--- src/rtl/mem_port_arbiter_pkg.sv ---
// Shared constants and encodings for the unified memory port arbiter.
// Word width, FSM state encodings and grant encodings live here.
package mem_port_arbiter_pkg;

    localparam int DEF_WORD_SIZE = 32;

    typedef enum logic [1:0] {
        ARB_IDLE    = 2'd0,
        ARB_IF_BUSY = 2'd1,
        ARB_DM_BUSY = 2'd2
    } arb_state_e;

    typedef enum logic {
        GNT_FETCH = 1'b0,
        GNT_DATA  = 1'b1
    } arb_gnt_e;

endpackage

--- src/rtl/mem_port_arbiter_perf_cnt.sv ---
// arb_perf_cnt: enable-driven free-running counter, wraps modulo 2^W.
// Used by mem_port_arbiter only when ARB_PERF_CNT_EN is defined.
module arb_perf_cnt #(
    parameter int W = 32
) (
    input  logic         clk,
    input  logic         rst_n,
    input  logic         en,
    output logic [W-1:0] cnt
);

    logic [W-1:0] cnt_q;
    logic [W-1:0] cnt_d;

    always_comb begin
        cnt_d = cnt_q;
        if (en) begin
            cnt_d = cnt_q + W'(1);
        end
    end

    always_ff @(posedge clk or negedge rst_n) begin
        if (!rst_n) begin
            cnt_q <= '0;
        end else begin
            cnt_q <= cnt_d;
        end
    end

    assign cnt = cnt_q;

endmodule

--- src/rtl/mem_port_arbiter.sv ---
// Fetch/data arbiter for a single-ported variable-latency memory.
// Optional stall/drop counters are built when ARB_PERF_CNT_EN is defined.
module mem_port_arbiter
    import mem_port_arbiter_pkg::*;
#(
    parameter int WORD_SIZE = DEF_WORD_SIZE
) (
    input  logic                 clk,
    input  logic                 rst,
    input  logic                 if_req,
    input  logic [WORD_SIZE-1:0] if_addr,
    input  logic                 PCSrcE,
    output logic [WORD_SIZE-1:0] if_rdata,
    output logic                 if_valid,
    output logic                 StallF,
    input  logic                 dm_req,
    input  logic                 dm_we,
    input  logic [WORD_SIZE-1:0] dm_addr,
    input  logic [WORD_SIZE-1:0] dm_wdata,
    output logic [WORD_SIZE-1:0] dm_rdata,
    output logic                 dm_valid,
    output logic                 StallM,
    output logic                 mem_req,
    output logic                 mem_we,
    output logic [WORD_SIZE-1:0] mem_addr,
    output logic [WORD_SIZE-1:0] mem_wdata,
    input  logic [WORD_SIZE-1:0] mem_rdata,
    input  logic                 mem_ack
`ifdef ARB_PERF_CNT_EN
    ,
    output logic [WORD_SIZE-1:0] cnt_stallF,
    output logic [WORD_SIZE-1:0] cnt_stallM,
    output logic [WORD_SIZE-1:0] cnt_drop
`endif
);

    arb_state_e state_q, state_d;
    arb_gnt_e   last_grant_q, last_grant_d;
    logic       drop_q, drop_d;

    logic                 mem_req_q, mem_req_d;
    logic                 mem_we_q, mem_we_d;
    logic [WORD_SIZE-1:0] mem_addr_q, mem_addr_d;
    logic [WORD_SIZE-1:0] mem_wdata_q, mem_wdata_d;
    logic [WORD_SIZE-1:0] if_rdata_q, if_rdata_d;
    logic                 if_valid_q, if_valid_d;
    logic [WORD_SIZE-1:0] dm_rdata_q, dm_rdata_d;
    logic                 dm_valid_q, dm_valid_d;

    logic grant_data;

    always_comb begin
        state_d      = state_q;
        last_grant_d = last_grant_q;
        drop_d       = drop_q;
        mem_req_d    = mem_req_q;
        mem_we_d     = mem_we_q;
        mem_addr_d   = mem_addr_q;
        mem_wdata_d  = mem_wdata_q;
        if_rdata_d   = if_rdata_q;
        if_valid_d   = 1'b0;
        dm_rdata_d   = dm_rdata_q;
        dm_valid_d   = 1'b0;
        // Ties alternate: data wins unless it had the last grant.
        grant_data   = dm_req & (~if_req | (last_grant_q == GNT_FETCH));

        unique case (state_q)
            ARB_IDLE: begin
                drop_d = 1'b0;
                if (grant_data) begin
                    state_d      = ARB_DM_BUSY;
                    last_grant_d = GNT_DATA;
                    mem_req_d    = 1'b1;
                    mem_we_d     = dm_we;
                    mem_addr_d   = dm_addr;
                    mem_wdata_d  = dm_wdata;
                end else if (if_req) begin
                    state_d      = ARB_IF_BUSY;
                    last_grant_d = GNT_FETCH;
                    mem_req_d    = 1'b1;
                    mem_we_d     = 1'b0;
                    mem_addr_d   = if_addr;
                    mem_wdata_d  = '0;
                end
            end
            ARB_IF_BUSY: begin
                if (mem_ack) begin
                    state_d   = ARB_IDLE;
                    mem_req_d = 1'b0;
                    drop_d    = 1'b0;
                    // A redirect in the ack cycle still kills the result.
                    if (!(drop_q | PCSrcE)) begin
                        if_rdata_d = mem_rdata;
                        if_valid_d = 1'b1;
                    end
                end else if (PCSrcE) begin
                    drop_d = 1'b1;
                end
            end
            ARB_DM_BUSY: begin
                if (mem_ack) begin
                    state_d    = ARB_IDLE;
                    mem_req_d  = 1'b0;
                    dm_valid_d = 1'b1;
                    if (!mem_we_q) begin
                        dm_rdata_d = mem_rdata;
                    end
                end
            end
            default: begin
                state_d   = ARB_IDLE;
                mem_req_d = 1'b0;
            end
        endcase
    end

    always_ff @(posedge clk or negedge rst) begin
        if (!rst) begin
            state_q      <= ARB_IDLE;
            last_grant_q <= GNT_FETCH;
            drop_q       <= 1'b0;
            mem_req_q    <= 1'b0;
            mem_we_q     <= 1'b0;
            mem_addr_q   <= '0;
            mem_wdata_q  <= '0;
            if_rdata_q   <= '0;
            if_valid_q   <= 1'b0;
            dm_rdata_q   <= '0;
            dm_valid_q   <= 1'b0;
        end else begin
            state_q      <= state_d;
            last_grant_q <= last_grant_d;
            drop_q       <= drop_d;
            mem_req_q    <= mem_req_d;
            mem_we_q     <= mem_we_d;
            mem_addr_q   <= mem_addr_d;
            mem_wdata_q  <= mem_wdata_d;
            if_rdata_q   <= if_rdata_d;
            if_valid_q   <= if_valid_d;
            dm_rdata_q   <= dm_rdata_d;
            dm_valid_q   <= dm_valid_d;
        end
    end

    assign mem_req   = mem_req_q;
    assign mem_we    = mem_we_q;
    assign mem_addr  = mem_addr_q;
    assign mem_wdata = mem_wdata_q;
    assign if_rdata  = if_rdata_q;
    assign if_valid  = if_valid_q;
    assign dm_rdata  = dm_rdata_q;
    assign dm_valid  = dm_valid_q;

    assign StallF = if_req & ~if_valid_q;
    assign StallM = dm_req & ~dm_valid_q;

`ifdef ARB_PERF_CNT_EN
    logic drop_evt;

    assign drop_evt = (state_q == ARB_IF_BUSY) & mem_ack & (drop_q | PCSrcE);

    arb_perf_cnt #(.W(WORD_SIZE)) u_cnt_stallf (
        .clk   (clk),
        .rst_n (rst),
        .en    (StallF),
        .cnt   (cnt_stallF)
    );

    arb_perf_cnt #(.W(WORD_SIZE)) u_cnt_stallm (
        .clk   (clk),
        .rst_n (rst),
        .en    (StallM),
        .cnt   (cnt_stallM)
    );

    arb_perf_cnt #(.W(WORD_SIZE)) u_cnt_drop (
        .clk   (clk),
        .rst_n (rst),
        .en    (drop_evt),
        .cnt   (cnt_drop)
    );
`endif

endmodule
--- config.mk ---
export PLATFORM = sky130hd
export DESIGN_NAME = mem_port_arbiter
export DESIGN_NICKNAME = d
export VERILOG_FILES = /design/src/rtl/mem_port_arbiter_pkg.sv /design/src/rtl/mem_port_arbiter_perf_cnt.sv /design/src/rtl/mem_port_arbiter.sv
export SDC_FILE = /design/constraint.sdc
export NUM_CORES = 1
export LEC_CHECK = 0
export BUFFER_PORTS_ARGS = -buffer_cell sky130_fd_sc_hd__buf_4
export CAP_MARGIN = 20
export CORE_UTILIZATION = 40
export DETAILED_ROUTE_END_ITERATION = 8
export PLACE_DENSITY = 0.73
export SLEW_MARGIN = 10
export SYNTH_ARGS = -nofsm -noshare
export SYNTH_HDL_FRONTEND = slang
export SYNTH_HIERARCHICAL = 1
export SYNTH_SLANG_ARGS = --single-unit
--- constraint.sdc ---
create_clock -name clk -period 2.2 [get_ports clk]
set_clock_uncertainty 0.1 [all_clocks]
set_input_delay 0.22 -clock clk [delete_from_list [all_inputs] [get_ports clk]]
set_output_delay 0.22 -clock clk [all_outputs]
set_load 0.005 [all_outputs]
==> flow_summary.toml <==
[worst_setup_path]
worst_setup_path_end_kind = "flip-flop"
reg2reg_depth = 5
critPathMaxFanout = 44
cp.arrival_ns = 2.10
cp.required_ns = 2.39
crit_path_start_kind = "flip-flop"
worst-setup-path-type = "reg -> reg"
r2r_slack_ns = 0.29

[synth]
synth_area_leaders = "dfrtp_1, mux2_2, a21oi_1"
avgSynthCellArea_um2 = 12.66
synth_nets = 559
synth_edf_count = 0
synth_top_area_cell = "dfrtp_1"
synthArstFlopShare_pct = 100.0
syn-instance-count = 421
ys_types = 24
synth_seq_area_share_pct = 63.83
synth_warnings = 6
synthFlopType = "dfrtp_1"
synth-seq-cells = 136
syn_area_mm2 = 0.005331
synth_top_cell_area_share_pct = 63.83

[drt]
viasPerCell = 4.951
wl_met2_um = 9070
drt-initial-drc-count = 248
wire_per_inst_um = 17.15
met3_length_um = 972
vias = 4842
wl_met1_um = 6121
first_pass_iters = 4
routed_wirelength_um = 16770
antenna_left = 0
drc_errors = 0
routed.top_layer = "met4"

[placement]
placed_cells = 843
placed_cell_area_mm2 = 0.007542
dp_hpwl_um = 10690
numPortBuffers = 268
place.gp.congestion = 0.8495

[power_and_ir_drop]
share_comb_of_total_power_pct = 38.8
switching_share_pct = 30.52
p_per_area_mw_per_mm2 = 1335
cellLeakagePower_nw = 4.483
intPower_w = 0.008538
p_switching_w = 0.003751
p_clk_share_pct = 24.4
pwr-share-seq_pct = 36.8
max-vdd-ir-drop_v = 0.0007949

[timing]
timing.fmax_ghz = 0.5226
finalSetupViolCount = 0
worstMarginPinSlew_ns = 0.6303
rsz0062_at_grt = "false"
finalSetupTns_ns = 0
slew_viol_final = 0
relSlewSlack_pct = 57.82
hold_viol = 0
fin_crit_sh_pct = 86.98
post-route-min-period_ns = 1.914

[cts]
clk_latency_ns = 0.41
htreeDepth = 4
cts_buffer_depth = 2
cts_setup_buffers = 0
cts_num_sinks = 136
path_clk_slew_ns = 0.06
numCtsBuffers = 17
cts_tree = "built"
root_buffer = "clkbuf_16"

[global_route]
grt_start_max_net_pins = 63
grt.total_usage_pct = 25.15
grt_overflow = 0
antenna_found_initial = 0
grt_pass1_vias = 5379
grt_pass1_wl_um = 27240

[die]
io_pins = 269
fp-row-count = 41
fp.dieW_um = 117.5
start_util_pct = 41.57
dieHeight_um = 117.5
core_mm2 = 0.01282
dieArea_mm2 = 0.01379

[cells_and_area]
drive_gt1_share_pct = 46.53
final_util_pct = 71.77
fin_area_mm2 = 0.009204
layout_common_cells = "buf_4, dfrtp_1, dlygate4sd3_1, a21oi_1, mux2_2"
antenna_cells = 0
num-nets-final = 931
instances_no_fill = 978
final_common_cell = "buf_4"
area_growth_pct = 72.64

[worst_hold_path]
hp-class = "in -> reg"
hold_depth = 3

[job]
cap_violations = 0

[run_status]
status = "finished clean"
through the flow:
stage	power [W]	hold WS, ns	setup WS (ns)
after floorplan	0.006368	-0.1756	0.4986
after global placement	0.008907	0.09044	0.4461
after detailed placement	0.009098	0.09202	0.3711
after CTS	0.01229	0.001967	0.3481
after global routing	0.01297	0.01662	0.2079
final	0.01229	0.007031	0.2864
cells in the mapped netlist (2+ instances only):
cell type,n
a21oi_1,65
a22o_1,35
and2_1,2
buf_1,3
buf_2,13
buf_4,6
clkbuf_1,6
dfrtp_1,136
ha_1,3
inv_1,3
mux2_2,63
nand2_1,35
nor2_1,38
nor2b_1,3
registers in the layout, summed over array words and instances, names as in the netlist:
name          cells
if_rdata         32
last_grant_q      1
dm_rdata         32
if_valid          1
mem_addr         32
dm_valid          1
mem_we            1
state_q           2
drop_q            1
mem_req           1
mem_wdata        32
area by class of cell:
cell class | instances | area, um2
well taps | 172 | 215.2
flip-flops and latches | 136 | 3403
clock inverters | 12 | 173.9
repair buffers | 381 | 3159
fillers | 859 | 3621
inverters | 3 | 11.26
multi-input cells | 254 | 1784
clock buffers | 20 | 456.7
cell families after synthesis:
logic type	count (synthesis)	synth area share, %
flops	136	63.83
simple gates	80	5.961
fa+ha+maj	3	0.7041
buf+inv	31	2.910
compound gates	107	13.07
mux	64	13.52
power by group through the flow:
| stage | logic, W | registers, W | clock network (W) |
|---|---|---|---|
| after floorplan | 0.00186 | 0.00450 | 0 |
| after global placement | 0.00446 | 0.00445 | 0 |
| after detailed placement | 0.00459 | 0.00451 | 0 |
| after CTS | 0.00476 | 0.00449 | 0.00305 |
| after global routing | 0.00514 | 0.00467 | 0.00317 |
| final | 0.00476 | 0.00452 | 0.00300 |
worst max-delay path, stage by stage, from the launching register on:
cell	delay (ns)
dfrtp_1	0.41
inv_1	0.12
ha_1	0.36
o21ai_4	0.26
buf_12	0.24
a22o_1	0.29
per-layer routing:
metal	track usage, %	vias up
met5	0	-
met2	45.56	208
met4	12.98	0
li1	-	2220
met3	6.105	44
met1	27.12	2370
worst paths after layout:
kind                                       to         from
max in group asynchronous       mem_wdata[15]          rst
worst min-delay path             mem_addr[16]  dm_addr[16]
min in group asynchronous       mem_wdata[17]          rst
worst max-delay path            mem_wdata[16]   state_q[0]
worst max register to register  mem_wdata[16]   state_q[0]
worst min register to register        mem_req      mem_req
timing repair:
item | CTS | global route
hold buffers | 103 | 0
hold endpoints to repair | 177 | 0
resized for setup | 0 | 0
(Power assumes the default switching activity.)
